**src/rtl/m2vdd_hx8347a_rx.sv**
```systemverilog
// HX8347-A 8080 write-bus responder: decodes window/cursor writes and streams GRAM pixels
// to an Avalon-MM master. Optional macro M2VDD_RX_RGB888_EN widens pixel data to 32-bit RGB888.
module m2vdd_hx8347a_rx #(
    parameter int H_PIXELS   = 240,
    parameter int V_PIXELS   = 320,
    parameter int ADDR_WIDTH = 17,
    parameter int FIFO_LOG2  = 4
) (
    input  logic                  clk,
    input  logic                  reset_n,
    input  logic                  lcd_reset_n,
    input  logic                  lcd_cs,
    input  logic                  lcd_rs,
    input  logic [15:0]           lcd_data,
    input  logic                  lcd_write_n,
    output logic [ADDR_WIDTH-1:0] pix_address,
    output logic                  pix_write,
`ifdef M2VDD_RX_RGB888_EN
    output logic [31:0]           pix_writedata,
`else
    output logic [15:0]           pix_writedata,
`endif
    input  logic                  pix_waitrequest,
    input  logic                  ovf_clear,
    output logic                  overflow,
    output logic                  frame_done
);

    localparam int DEPTH = 2 ** FIFO_LOG2;
    localparam logic [8:0] EC_RST = 9'(H_PIXELS - 1);
    localparam logic [8:0] EP_RST = 9'(V_PIXELS - 1);
    localparam logic [FIFO_LOG2:0] CNT_FULL = (FIFO_LOG2 + 1)'(DEPTH);
    localparam logic [FIFO_LOG2:0] CNT_ONE  = (FIFO_LOG2 + 1)'(1);

    typedef enum logic [0:0] {ST_IDLE, ST_WRITE} state_t;

    // Two-deep bus sampling: the older stage holds the values seen while the strobe was low
    logic        cs_s_reg, rs_s_reg, wr_n_s_reg;
    logic [15:0] data_s_reg;
    logic        cs_d_reg, rs_d_reg, wr_n_d_reg;
    logic [15:0] data_d_reg;
    logic        lcd_rst_n_reg;

    always_ff @(posedge clk or negedge reset_n) begin
        if (!reset_n) begin
            cs_s_reg      <= 1'b1;
            rs_s_reg      <= 1'b0;
            wr_n_s_reg    <= 1'b1;
            data_s_reg    <= '0;
            cs_d_reg      <= 1'b1;
            rs_d_reg      <= 1'b0;
            wr_n_d_reg    <= 1'b1;
            data_d_reg    <= '0;
            lcd_rst_n_reg <= 1'b1;
        end else begin
            cs_s_reg      <= lcd_cs;
            rs_s_reg      <= lcd_rs;
            wr_n_s_reg    <= lcd_write_n;
            data_s_reg    <= lcd_data;
            cs_d_reg      <= cs_s_reg;
            rs_d_reg      <= rs_s_reg;
            wr_n_d_reg    <= wr_n_s_reg;
            data_d_reg    <= data_s_reg;
            lcd_rst_n_reg <= lcd_reset_n;
        end
    end

    logic commit, idx_wr, dat_wr, pix_wr;
    assign commit = !wr_n_d_reg && wr_n_s_reg && !cs_d_reg && lcd_rst_n_reg;
    assign idx_wr = commit && !rs_d_reg;
    assign dat_wr = commit && rs_d_reg;

    logic [7:0] index_reg;
    logic [8:0] sc_reg, ec_reg, sp_reg, ep_reg, col_reg, row_reg;
    logic       frame_done_reg;
    logic       col_at_end, row_at_end;

    assign pix_wr     = dat_wr && (index_reg == 8'h22);
    assign col_at_end = (col_reg == ec_reg);
    assign row_at_end = (row_reg == ep_reg);

    always_ff @(posedge clk or negedge reset_n) begin
        if (!reset_n) begin
            index_reg      <= '0;
            sc_reg         <= '0;
            ec_reg         <= EC_RST;
            sp_reg         <= '0;
            ep_reg         <= EP_RST;
            col_reg        <= '0;
            row_reg        <= '0;
            frame_done_reg <= 1'b0;
        end else if (!lcd_rst_n_reg) begin
            index_reg      <= '0;
            sc_reg         <= '0;
            ec_reg         <= EC_RST;
            sp_reg         <= '0;
            ep_reg         <= EP_RST;
            col_reg        <= '0;
            row_reg        <= '0;
            frame_done_reg <= 1'b0;
        end else begin
            frame_done_reg <= pix_wr && col_at_end && row_at_end;
            if (idx_wr) begin
                index_reg <= data_d_reg[7:0];
                if (data_d_reg[7:0] == 8'h22) begin
                    col_reg <= sc_reg;
                    row_reg <= sp_reg;
                end
            end else if (dat_wr) begin
                case (index_reg)
                    8'h02: sc_reg[8]   <= data_d_reg[0];
                    8'h03: sc_reg[7:0] <= data_d_reg[7:0];
                    8'h04: ec_reg[8]   <= data_d_reg[0];
                    8'h05: ec_reg[7:0] <= data_d_reg[7:0];
                    8'h06: sp_reg[8]   <= data_d_reg[0];
                    8'h07: sp_reg[7:0] <= data_d_reg[7:0];
                    8'h08: ep_reg[8]   <= data_d_reg[0];
                    8'h09: ep_reg[7:0] <= data_d_reg[7:0];
                    8'h22: begin
                        // Cursor advances even when the pixel itself is dropped
                        if (!col_at_end) begin
                            col_reg <= col_reg + 9'd1;
                        end else begin
                            col_reg <= sc_reg;
                            row_reg <= row_at_end ? sp_reg : row_reg + 9'd1;
                        end
                    end
                    default: ;
                endcase
            end
        end
    end

    logic [ADDR_WIDTH-1:0] push_addr;
    assign push_addr = ADDR_WIDTH'(row_reg) * ADDR_WIDTH'(H_PIXELS) + ADDR_WIDTH'(col_reg);

    // FIFO entry stays resident until the Avalon slave accepts it
    logic [ADDR_WIDTH+15:0] fifo_mem [DEPTH];
    logic [FIFO_LOG2:0]     wr_ptr_reg, rd_ptr_reg, fifo_count;
    logic                   fifo_full, fifo_release, push_ok, drop;
    logic                   load_en, load_sel_next, write_end;
    logic [FIFO_LOG2-1:0]   rd_idx;

    assign fifo_count = wr_ptr_reg - rd_ptr_reg;
    assign fifo_full  = (fifo_count == CNT_FULL);
    assign push_ok    = pix_wr && (!fifo_full || fifo_release);
    assign drop       = pix_wr && fifo_full && !fifo_release;
    assign rd_idx     = rd_ptr_reg[FIFO_LOG2-1:0] + FIFO_LOG2'(load_sel_next);

    always_ff @(posedge clk) begin
        if (push_ok) begin
            fifo_mem[wr_ptr_reg[FIFO_LOG2-1:0]] <= {push_addr, data_d_reg};
        end
    end

    always_ff @(posedge clk or negedge reset_n) begin
        if (!reset_n) begin
            wr_ptr_reg <= '0;
            rd_ptr_reg <= '0;
        end else if (!lcd_rst_n_reg) begin
            wr_ptr_reg <= '0;
            rd_ptr_reg <= '0;
        end else begin
            if (push_ok) wr_ptr_reg <= wr_ptr_reg + CNT_ONE;
            if (fifo_release) rd_ptr_reg <= rd_ptr_reg + CNT_ONE;
        end
    end

    state_t state_reg, state_next;

    always_ff @(posedge clk or negedge reset_n) begin
        if (!reset_n) begin
            state_reg <= ST_IDLE;
        end else if (!lcd_rst_n_reg) begin
            state_reg <= ST_IDLE;
        end else begin
            state_reg <= state_next;
        end
    end

    always_comb begin
        state_next = state_reg;
        case (state_reg)
            ST_IDLE:  if (fifo_count != '0) state_next = ST_WRITE;
            ST_WRITE: if (!pix_waitrequest && fifo_count <= CNT_ONE) state_next = ST_IDLE;
            default:  state_next = ST_IDLE;
        endcase
    end

    always_comb begin
        fifo_release  = 1'b0;
        load_en       = 1'b0;
        load_sel_next = 1'b0;
        write_end     = 1'b0;
        case (state_reg)
            ST_IDLE: load_en = (fifo_count != '0);
            ST_WRITE: begin
                if (!pix_waitrequest) begin
                    fifo_release = 1'b1;
                    if (fifo_count > CNT_ONE) begin
                        load_en       = 1'b1;
                        load_sel_next = 1'b1;
                    end else begin
                        write_end = 1'b1;
                    end
                end
            end
            default: ;
        endcase
    end

    logic [ADDR_WIDTH-1:0] pix_address_reg;
    logic [15:0]           pix_data_reg;
    logic                  pix_write_reg, overflow_reg;

    always_ff @(posedge clk or negedge reset_n) begin
        if (!reset_n) begin
            pix_address_reg <= '0;
            pix_data_reg    <= '0;
            pix_write_reg   <= 1'b0;
        end else if (!lcd_rst_n_reg) begin
            pix_address_reg <= '0;
            pix_data_reg    <= '0;
            pix_write_reg   <= 1'b0;
        end else if (load_en) begin
            {pix_address_reg, pix_data_reg} <= fifo_mem[rd_idx];
            pix_write_reg <= 1'b1;
        end else if (write_end) begin
            pix_write_reg <= 1'b0;
        end
    end

    // A fresh drop beats a simultaneous clear; panel soft reset leaves the flag alone
    always_ff @(posedge clk or negedge reset_n) begin
        if (!reset_n) begin
            overflow_reg <= 1'b0;
        end else if (drop) begin
            overflow_reg <= 1'b1;
        end else if (ovf_clear) begin
            overflow_reg <= 1'b0;
        end
    end

    assign pix_address = pix_address_reg;
    assign pix_write   = pix_write_reg;
    assign overflow    = overflow_reg;
    assign frame_done  = frame_done_reg;

`ifdef M2VDD_RX_RGB888_EN
    assign pix_writedata = {8'h00,
                            pix_data_reg[15:11], pix_data_reg[15:13],
                            pix_data_reg[10:5],  pix_data_reg[10:9],
                            pix_data_reg[4:0],   pix_data_reg[4:2]};
`else
    assign pix_writedata = pix_data_reg;
`endif

endmodule

```
**config.mk**
```make
export PLATFORM = sky130hd
export DESIGN_NAME = m2vdd_hx8347a_rx
export DESIGN_NICKNAME = d
export VERILOG_FILES = /design/src/rtl/m2vdd_hx8347a_rx.sv
export SDC_FILE = /design/constraint.sdc
export NUM_CORES = 1
export LEC_CHECK = 0
export CORE_MARGIN = 4
export CORE_UTILIZATION = 60
export CTS_CLUSTER_DIAMETER = 120
export CTS_CLUSTER_SIZE = 40
export DETAILED_ROUTE_END_ITERATION = 10
export DONT_BUFFER_PORTS = 1
export PLACE_DENSITY = 0.76
export SETUP_SLACK_MARGIN = 0.05
export SYNTH_ARGS = -nofsm -noshare
export SYNTH_HDL_FRONTEND = slang
export SYNTH_SLANG_ARGS = --single-unit
```
**constraint.sdc**
```tcl
create_clock -name clk -period 9.5 [get_ports clk]
set_input_delay 0.475 -clock clk [delete_from_list [all_inputs] [get_ports clk]]
set_output_delay 0.475 -clock clk [all_outputs]
set_load 0.05 [all_outputs]
```
==> out/qor.yml, run 1 <==
drt_first_pass_iters: 5
start_util: 0.609
max_stage_delay_ps: 910
ctsLongestPathBuffers: 3
drt_drc_violations_left: 0
floorplan.die.height_um: 223
io_pins: 60
grt_use_total: 0.234
clkLatencyLatePin_ps: 600
synthToLayoutAreaGrowth_pct: 5.93
floorplan.rows: 78
die-width_um: 223
worst_setup_path_start_kind: "flop"
synth_unique_cells: 58
finalSetupTns_ps: 0
hold_viol: 0
worst_clock_skew_ps: 32.5
wl_per_cell_um: 25.7
grt_start_max_net_pins: 149
holdCritPathClass: "input port to flop"
slowest_stage: "sky130_fd_sc_hd__ha_4"
floorplan.die_area_mm2: 0.0496
final-setup-viol-count: 0
timing.final.crit_share: 0.554
global_route_wire_length_before_repair_um: 88500
syn-mean-instance-area_um2: 16.8
synth.ff_latch_count: 676
path_clk_slew_ps: 140
cts_post_setup_buffers_inserted: 0
synth_cells: 1649
path_class: "flop to flop"
post-route-worst-setup-slack_ps: 4240
tritoncts_num_sinks: 676
finalNetCount: 1726
cp_data_arrival_time_ps: 5730
globalRoute.totalOverflow: 0
tritoncts_clock_tree: "built"
max-slew-margin-rel: 0.140
weighted_congestion_reported_at_the_end_of_routability_driven_placement: 0.836
floorplan.core_area_mm2: 0.0455
report.final.slew_viol_count: 0
power_leakage_nw: 9.81
via_count: 14468
synth.yosys.seq_area_share: 0.707
syn_area_mm2: 0.0277
end_kind: "flop"
async_reset_ff_frac: 0.219
antenna_cells_inserted: 0
number_of_antenna_violations_at_the_first_check_in_global_routing: 1
largest_register_ff_count: 528
power_density_over_cell_area_mw_per_mm2: 189
ant_nets: 0
outcome: "completed"
max_clock_freq_mhz: 190
cts_made_buffers: 20
final.fill_count: 3164
dp_hpwl_um: 30300
synth_enable_flop_cells: 528
totalWireLength_um: 58000
yosysWarningCount: 0
crit_chain: "inv_1 -> ha_1 -> inv_1 -> fa_1 -> a21o_1 -> a21oi_1 -> xor2_1 -> o211ai_1 -> and2_1 -> ha_4 -> ha_4 -> buf_4 -> mux4_2 -> nand2_1 -> nand3_1 -> a32o_1"
io_buffers: 0
drt-vias-per-instance: 6.40
critical_path_required_ps: 9980
worstPathMaxFanout: 68
cts_max_level: 1
layout.core_utilization: 0.645
synth-main-ff-cell: "sky130_fd_sc_hd__edfxtp_1"
clock_tree.root_cell: "sky130_fd_sc_hd__clkbuf_16"
max_cap_violations: 0
synth.net_count: 1730
grt_pass1_vias: 14524
fin_crit_ps: 5260
grt_setup_unrepaired: "false"
initial_drt_markers: 1617
post-place-ws_ps: 4250
worstMarginPinSlew_ps: 1280
drive_above_1_share: 0.145
max-vdd-ir-drop_uv: 159
==> path summary, 6_finish.rpt <==
check	cells after the start	to	from	slack, ps
worst max-delay path	16	pix_address[14]	wr_ptr_reg[0]	4240
worst min-delay path	2	pix_write	pix_waitrequest	140
worst max register to register	16	pix_address[14]	wr_ptr_reg[0]	4240
worst min register to register	0	rs_d_reg	rs_s_reg	360
max in group asynchronous	2	pix_address[14]	reset_n	8270
min in group asynchronous	2	overflow	reset_n	550
==> placed cells by master, fill, tap and decap left out, types with 25 or more instances in the layout <==
cell	n
sky130_fd_sc_hd__xnor2_1	30
sky130_fd_sc_hd__nor2_1	25
sky130_fd_sc_hd__ha_1	38
sky130_fd_sc_hd__inv_1	57
sky130_fd_sc_hd__o21ai_0	60
sky130_fd_sc_hd__nand3_1	56
sky130_fd_sc_hd__edfxtp_1	528
sky130_fd_sc_hd__nand2_1	210
sky130_fd_sc_hd__buf_4	28
sky130_fd_sc_hd__nand3b_1	34
sky130_fd_sc_hd__mux4_2	132
sky130_fd_sc_hd__dfrtp_1	129
sky130_fd_sc_hd__a32o_1	33
==> repair_timing <==
item | CTS | global route
endpoints found under the hold margin | 169 | 0
resized for setup | 0 | 0
endpoints found under the setup margin | 0 | 0
hold buffers | 23 | 0
==> critical path: cells and delay by family (launching register included) <==
kind,cells,cell delay [ps]
simple gates,3,390
xor+xnor,1,180
fa+ha+maj,4,1660
flops,1,460
compound gates,4,880
mux,1,420
buf+inv,3,1050
==> report_power, final <==
| part | internal (mW) | leakage [nW] | switching [mW] | total [mW] |
|---|---|---|---|---|
| Clock | 0.453 | 0.289 | 0.809 | 1.26 |
| Sequential | 3.27 | 6.43 | 0.294 | 3.56 |
| Combinational | 0.358 | 3.10 | 0.370 | 0.729 |
==> per-layer routing <==
layer / part of all wire / wire (µm) / vias up / GRT usage
met5: 0 / 0 / - / 0
met3: 0.072 / 4170 / 74 / 0.0252
met4: 0.025 / 1480 / 0 / 0.0569
met2: 0.49 / 28600 / 521 / 0.387
met1: 0.41 / 23800 / 7639 / 0.346
li1: - / - / 6234 / -
==> kinds of logic after synthesis <==
| kind of cell | share of synthesized area |
|---|---|
| fa+ha+maj | 0.0304 |
| simple gates | 0.0747 |
| buf+inv | 0.0188 |
| xor+xnor | 0.0158 |
| mux | 0.112 |
| flops | 0.707 |
| compound gates | 0.0414 |
==> synthesized netlist by cell type (all sizes together) (12+ instances only) <==
master    n  area share
edfxtp  528        0.57
nand3b   34      0.0092
inv      57      0.0077
dfstp    19       0.018
nand3    56       0.010
xor2     14      0.0044
xnor2    36       0.011
a32o     33       0.012
nor2b    18      0.0041
and3     19      0.0043
nand2   210       0.028
mux4    132        0.11
nor2     25      0.0034
dfrtp   129        0.12
ha       40       0.018
a21oi    24      0.0043
and2     16      0.0036
buf      20      0.0033
fa       17       0.012
clkbuf   57      0.0077
o21ai    67       0.012
a21boi   12      0.0033
==> area by class of cell <==
cell class,count,area [µm²],share of cell area
Tap cell,600,751,0.0256
Clock inverter,1,30.0,0.00102
Timing Repair Buffer,51,458,0.0156
Inverter,57,214,0.00730
Multi-Input combinational cell,839,7710,0.263
Sequential cell,676,19600,0.668
Clock buffer,35,578,0.0197
==> metrics by stage <==
stage	power, mW	hold WS [ps]	cells	area (µm²)
after floorplan	4.16	179	1649	27700
after global placement	4.33	184	2200	28400
after detailed placement	4.35	185	2200	28400
after CTS	5.60	113	2259	29300
after global routing	5.77	133	2259	29300
final	5.55	137	2259	29300
Note: power is estimated with default switching activity, not from simulation.
==> run 2: changes to the inputs <==
==> constraint.sdc (replaced) <==
create_clock -name clk -period 4.9 [get_ports clk]
set_input_delay 0.245 -clock clk [delete_from_list [all_inputs] [get_ports clk]]
set_output_delay 0.245 -clock clk [all_outputs]
set_load 0.05 [all_outputs]
==> run 2 against run 1 <==
Net effect: clock-buffer cell count grew 1; global-route usage grew 0.85 points; die area is the same; largest power group unchanged.
==> out/qor.yml, run 2 (same netlist as run 1, synthesis figures left out) <==
die-width_um: 223  # unchanged
total_power_mw: 10.8  # was 5.55 mW
outcome: "completed"  # unchanged
grt_use_total: 0.243  # was 0.234
hold_viol: 0  # unchanged
floorplan.rows: 78  # unchanged
path_class: "flop to flop"  # unchanged
cp_data_arrival_time_ps: 5080  # was 5730 ps
start_util: 0.609  # unchanged
worstHoldPathCells: 3  # was 2
worst_setup_path_start_kind: "flop"  # unchanged
worstMarginPinSlew_ps: 1400  # was 1280 ps
report.final.slew_viol_count: 0  # unchanged
ant_nets: 0  # unchanged
largest_register_ff_count: 528  # unchanged
ctsLongestPathBuffers: 3  # unchanged
tritoncts_clock_tree: "built"  # unchanged
ff2ff_setup_slack_ps: 180  # was 4240 ps
grt_pass1_vias: 14779  # was 14524
initial_drt_markers: 1666  # was 1617
io_buffers: 0  # unchanged
worst_hold_slack_ps: 38.6  # was 137 ps
drt_drc_violations_left: 0  # unchanged
synthToLayoutAreaGrowth_pct: 7.10  # was 5.93%
drt-vias-per-instance: 6.36  # was 6.40
timing.final.crit_share: 0.963  # was 0.554
post-route-worst-setup-slack_ps: 183  # was 4240 ps
worst_clock_skew_ps: 29.7  # was 32.5 ps
post-place-ws_ps: 73.6  # was 4250 ps
worstHoldEndpoint: "rd_ptr_reg[1]"  # was pix_write
max-vdd-ir-drop_uv: 257  # was 159 µV
via_count: 14545  # was 14468
max_cap_violations: 0  # unchanged
floorplan.core_area_mm2: 0.0455  # unchanged
drt_first_pass_iters: 6  # was 5
globalRoute.totalOverflow: 0  # unchanged
finalNetCount: 1753  # was 1726
worstPathMaxFanout: 16  # was 68
grt_setup_unrepaired: "true"  # was false
cts_max_level: 1  # unchanged
r2r_end: "fifo_mem[12][31]"  # was pix_address[14]
worst_r2r_path_depth: 12  # was 16
grt_start_max_net_pins: 149  # unchanged
tritoncts_num_sinks: 676  # unchanged
wl_per_cell_um: 26.3  # was 25.7 µm
floorplan.die.height_um: 223  # unchanged
clock_tree.root_cell: "sky130_fd_sc_hd__clkbuf_16"  # unchanged
antenna_cells_inserted: 0  # unchanged
min-delay-start: "pix_waitrequest"  # unchanged
path_clk_slew_ps: 140  # about the same
power_leakage_nw: 9.97  # was 9.81 nW
end_kind: "flop"  # unchanged
mostFrequentLayoutCells: "sky130_fd_sc_hd__edfxtp_1, sky130_fd_sc_hd__nand2_1, sky130_fd_sc_hd__mux4_2"  # unchanged
holdCritPathClass: "input port to flop"  # unchanged
max-slew-margin-rel: 0.0615  # was 0.140
floorplan.die_area_mm2: 0.0496  # unchanged
crit-reg2reg-launch: "row_reg[1]"  # was wr_ptr_reg[0]
io_pins: 60  # unchanged
dp_hpwl_um: 35100  # was 30300 µm
cts_made_buffers: 20  # unchanged
fin_crit_ps: 4720  # was 5260 ps
global_route_wire_length_before_repair_um: 91400  # was 88500 µm
clkLatencyLatePin_ps: 610  # was 600 ps
dpl_cell_area_mm2: 0.0288  # was 0.0284 mm²
max_clock_freq_mhz: 212  # was 190 MHz
weighted_congestion_reported_at_the_end_of_routability_driven_placement: 0.835  # was 0.836
critical_path_required_ps: 5260  # was 9980 ps
final-setup-viol-count: 0  # unchanged
totalWireLength_um: 60000  # was 58000 µm
power_density_over_cell_area_mw_per_mm2: 364  # was 189 mW/mm²
layout.cell_area.non_filler_mm2: 0.0296  # was 0.0293 mm²
number_of_antenna_violations_at_the_first_check_in_global_routing: 0  # was 1
final_common_cell: "sky130_fd_sc_hd__edfxtp_1"  # unchanged
drive_above_1_share: 0.157  # was 0.145
run 2: cell count changes in the layout (fill, tap and decap cells not counted), sizes merged:
cell	before	now
dlygate4sd3	22	23
buf	29	55
bufinv	1	0
clkbuf	35	36
run 2: worst max-delay path by stage:
stage	startpoint	to	slack, ps	depth (start not counted)
6_report	row_reg[1]	fifo_mem[12][31]	180	12
4_1_cts	row_reg[1]	fifo_mem[11][29]	170	11
3_3_place_gp	row_reg[1]	fifo_mem[8][31]	340	12
3_5_place_dp	row_reg[1]	fifo_mem[8][31]	70	12
2_1_floorplan	wr_ptr_reg[0]	fifo_mem[4][0]	-80	10
5_1_grt	row_reg[1]	fifo_mem[12][31]	-10	12
run 2: metrics by stage:
step	util	cells	setup TNS, ps
after floorplan	-	1649	-9550
after global placement	0.632	2226	0
after detailed placement	0.632	2226	0
after CTS	0.651	2286	0
after global routing	0.652	2286	-114
final	0.652	2286	0
run 2: metal layers:
layer	routed length (µm)	track usage
met2	29400	0.389
met5	0	0
met4	1950	0.0722
met1	24100	0.358
met3	4560	0.0324
run 2: final cells by class:
type | instances | area [µm²]
Clock buffer | 36 | 603
Sequential cell | 676 | 19600
Fill cell | 3142 | 15800
Timing Repair Buffer | 78 | 788
Multi-Input combinational cell | 839 | 7710
Tap cell | 600 | 751
Inverter | 57 | 214
run 2: worst max-delay path: stages, from the launching register on:
cell and delay, ps:
sky130_fd_sc_hd__dfrtp_1 490, sky130_fd_sc_hd__fa_1 560, sky130_fd_sc_hd__inv_1 60, sky130_fd_sc_hd__fa_1 570, sky130_fd_sc_hd__inv_1 60, sky130_fd_sc_hd__ha_1 290, sky130_fd_sc_hd__a21o_1 190, sky130_fd_sc_hd__and4_1 200
sky130_fd_sc_hd__a311oi_1 440, sky130_fd_sc_hd__xor2_1 210, sky130_fd_sc_hd__nor4b_1 690, sky130_fd_sc_hd__nand3_1 310, sky130_fd_sc_hd__xnor2_4 410
run 2: what timing repair did:
action	4_1_cts	5_1_grt
hold endpoints to repair	170	0
resized for setup	1	2
setup endpoints to repair	16	32
buffers inserted	0	0
hold buffers	24	0
run 2: power breakdown:
group	internal, mW	switching (mW)
Sequential	6.34	0.574
Combinational	0.721	0.729
Clock	0.857	1.56
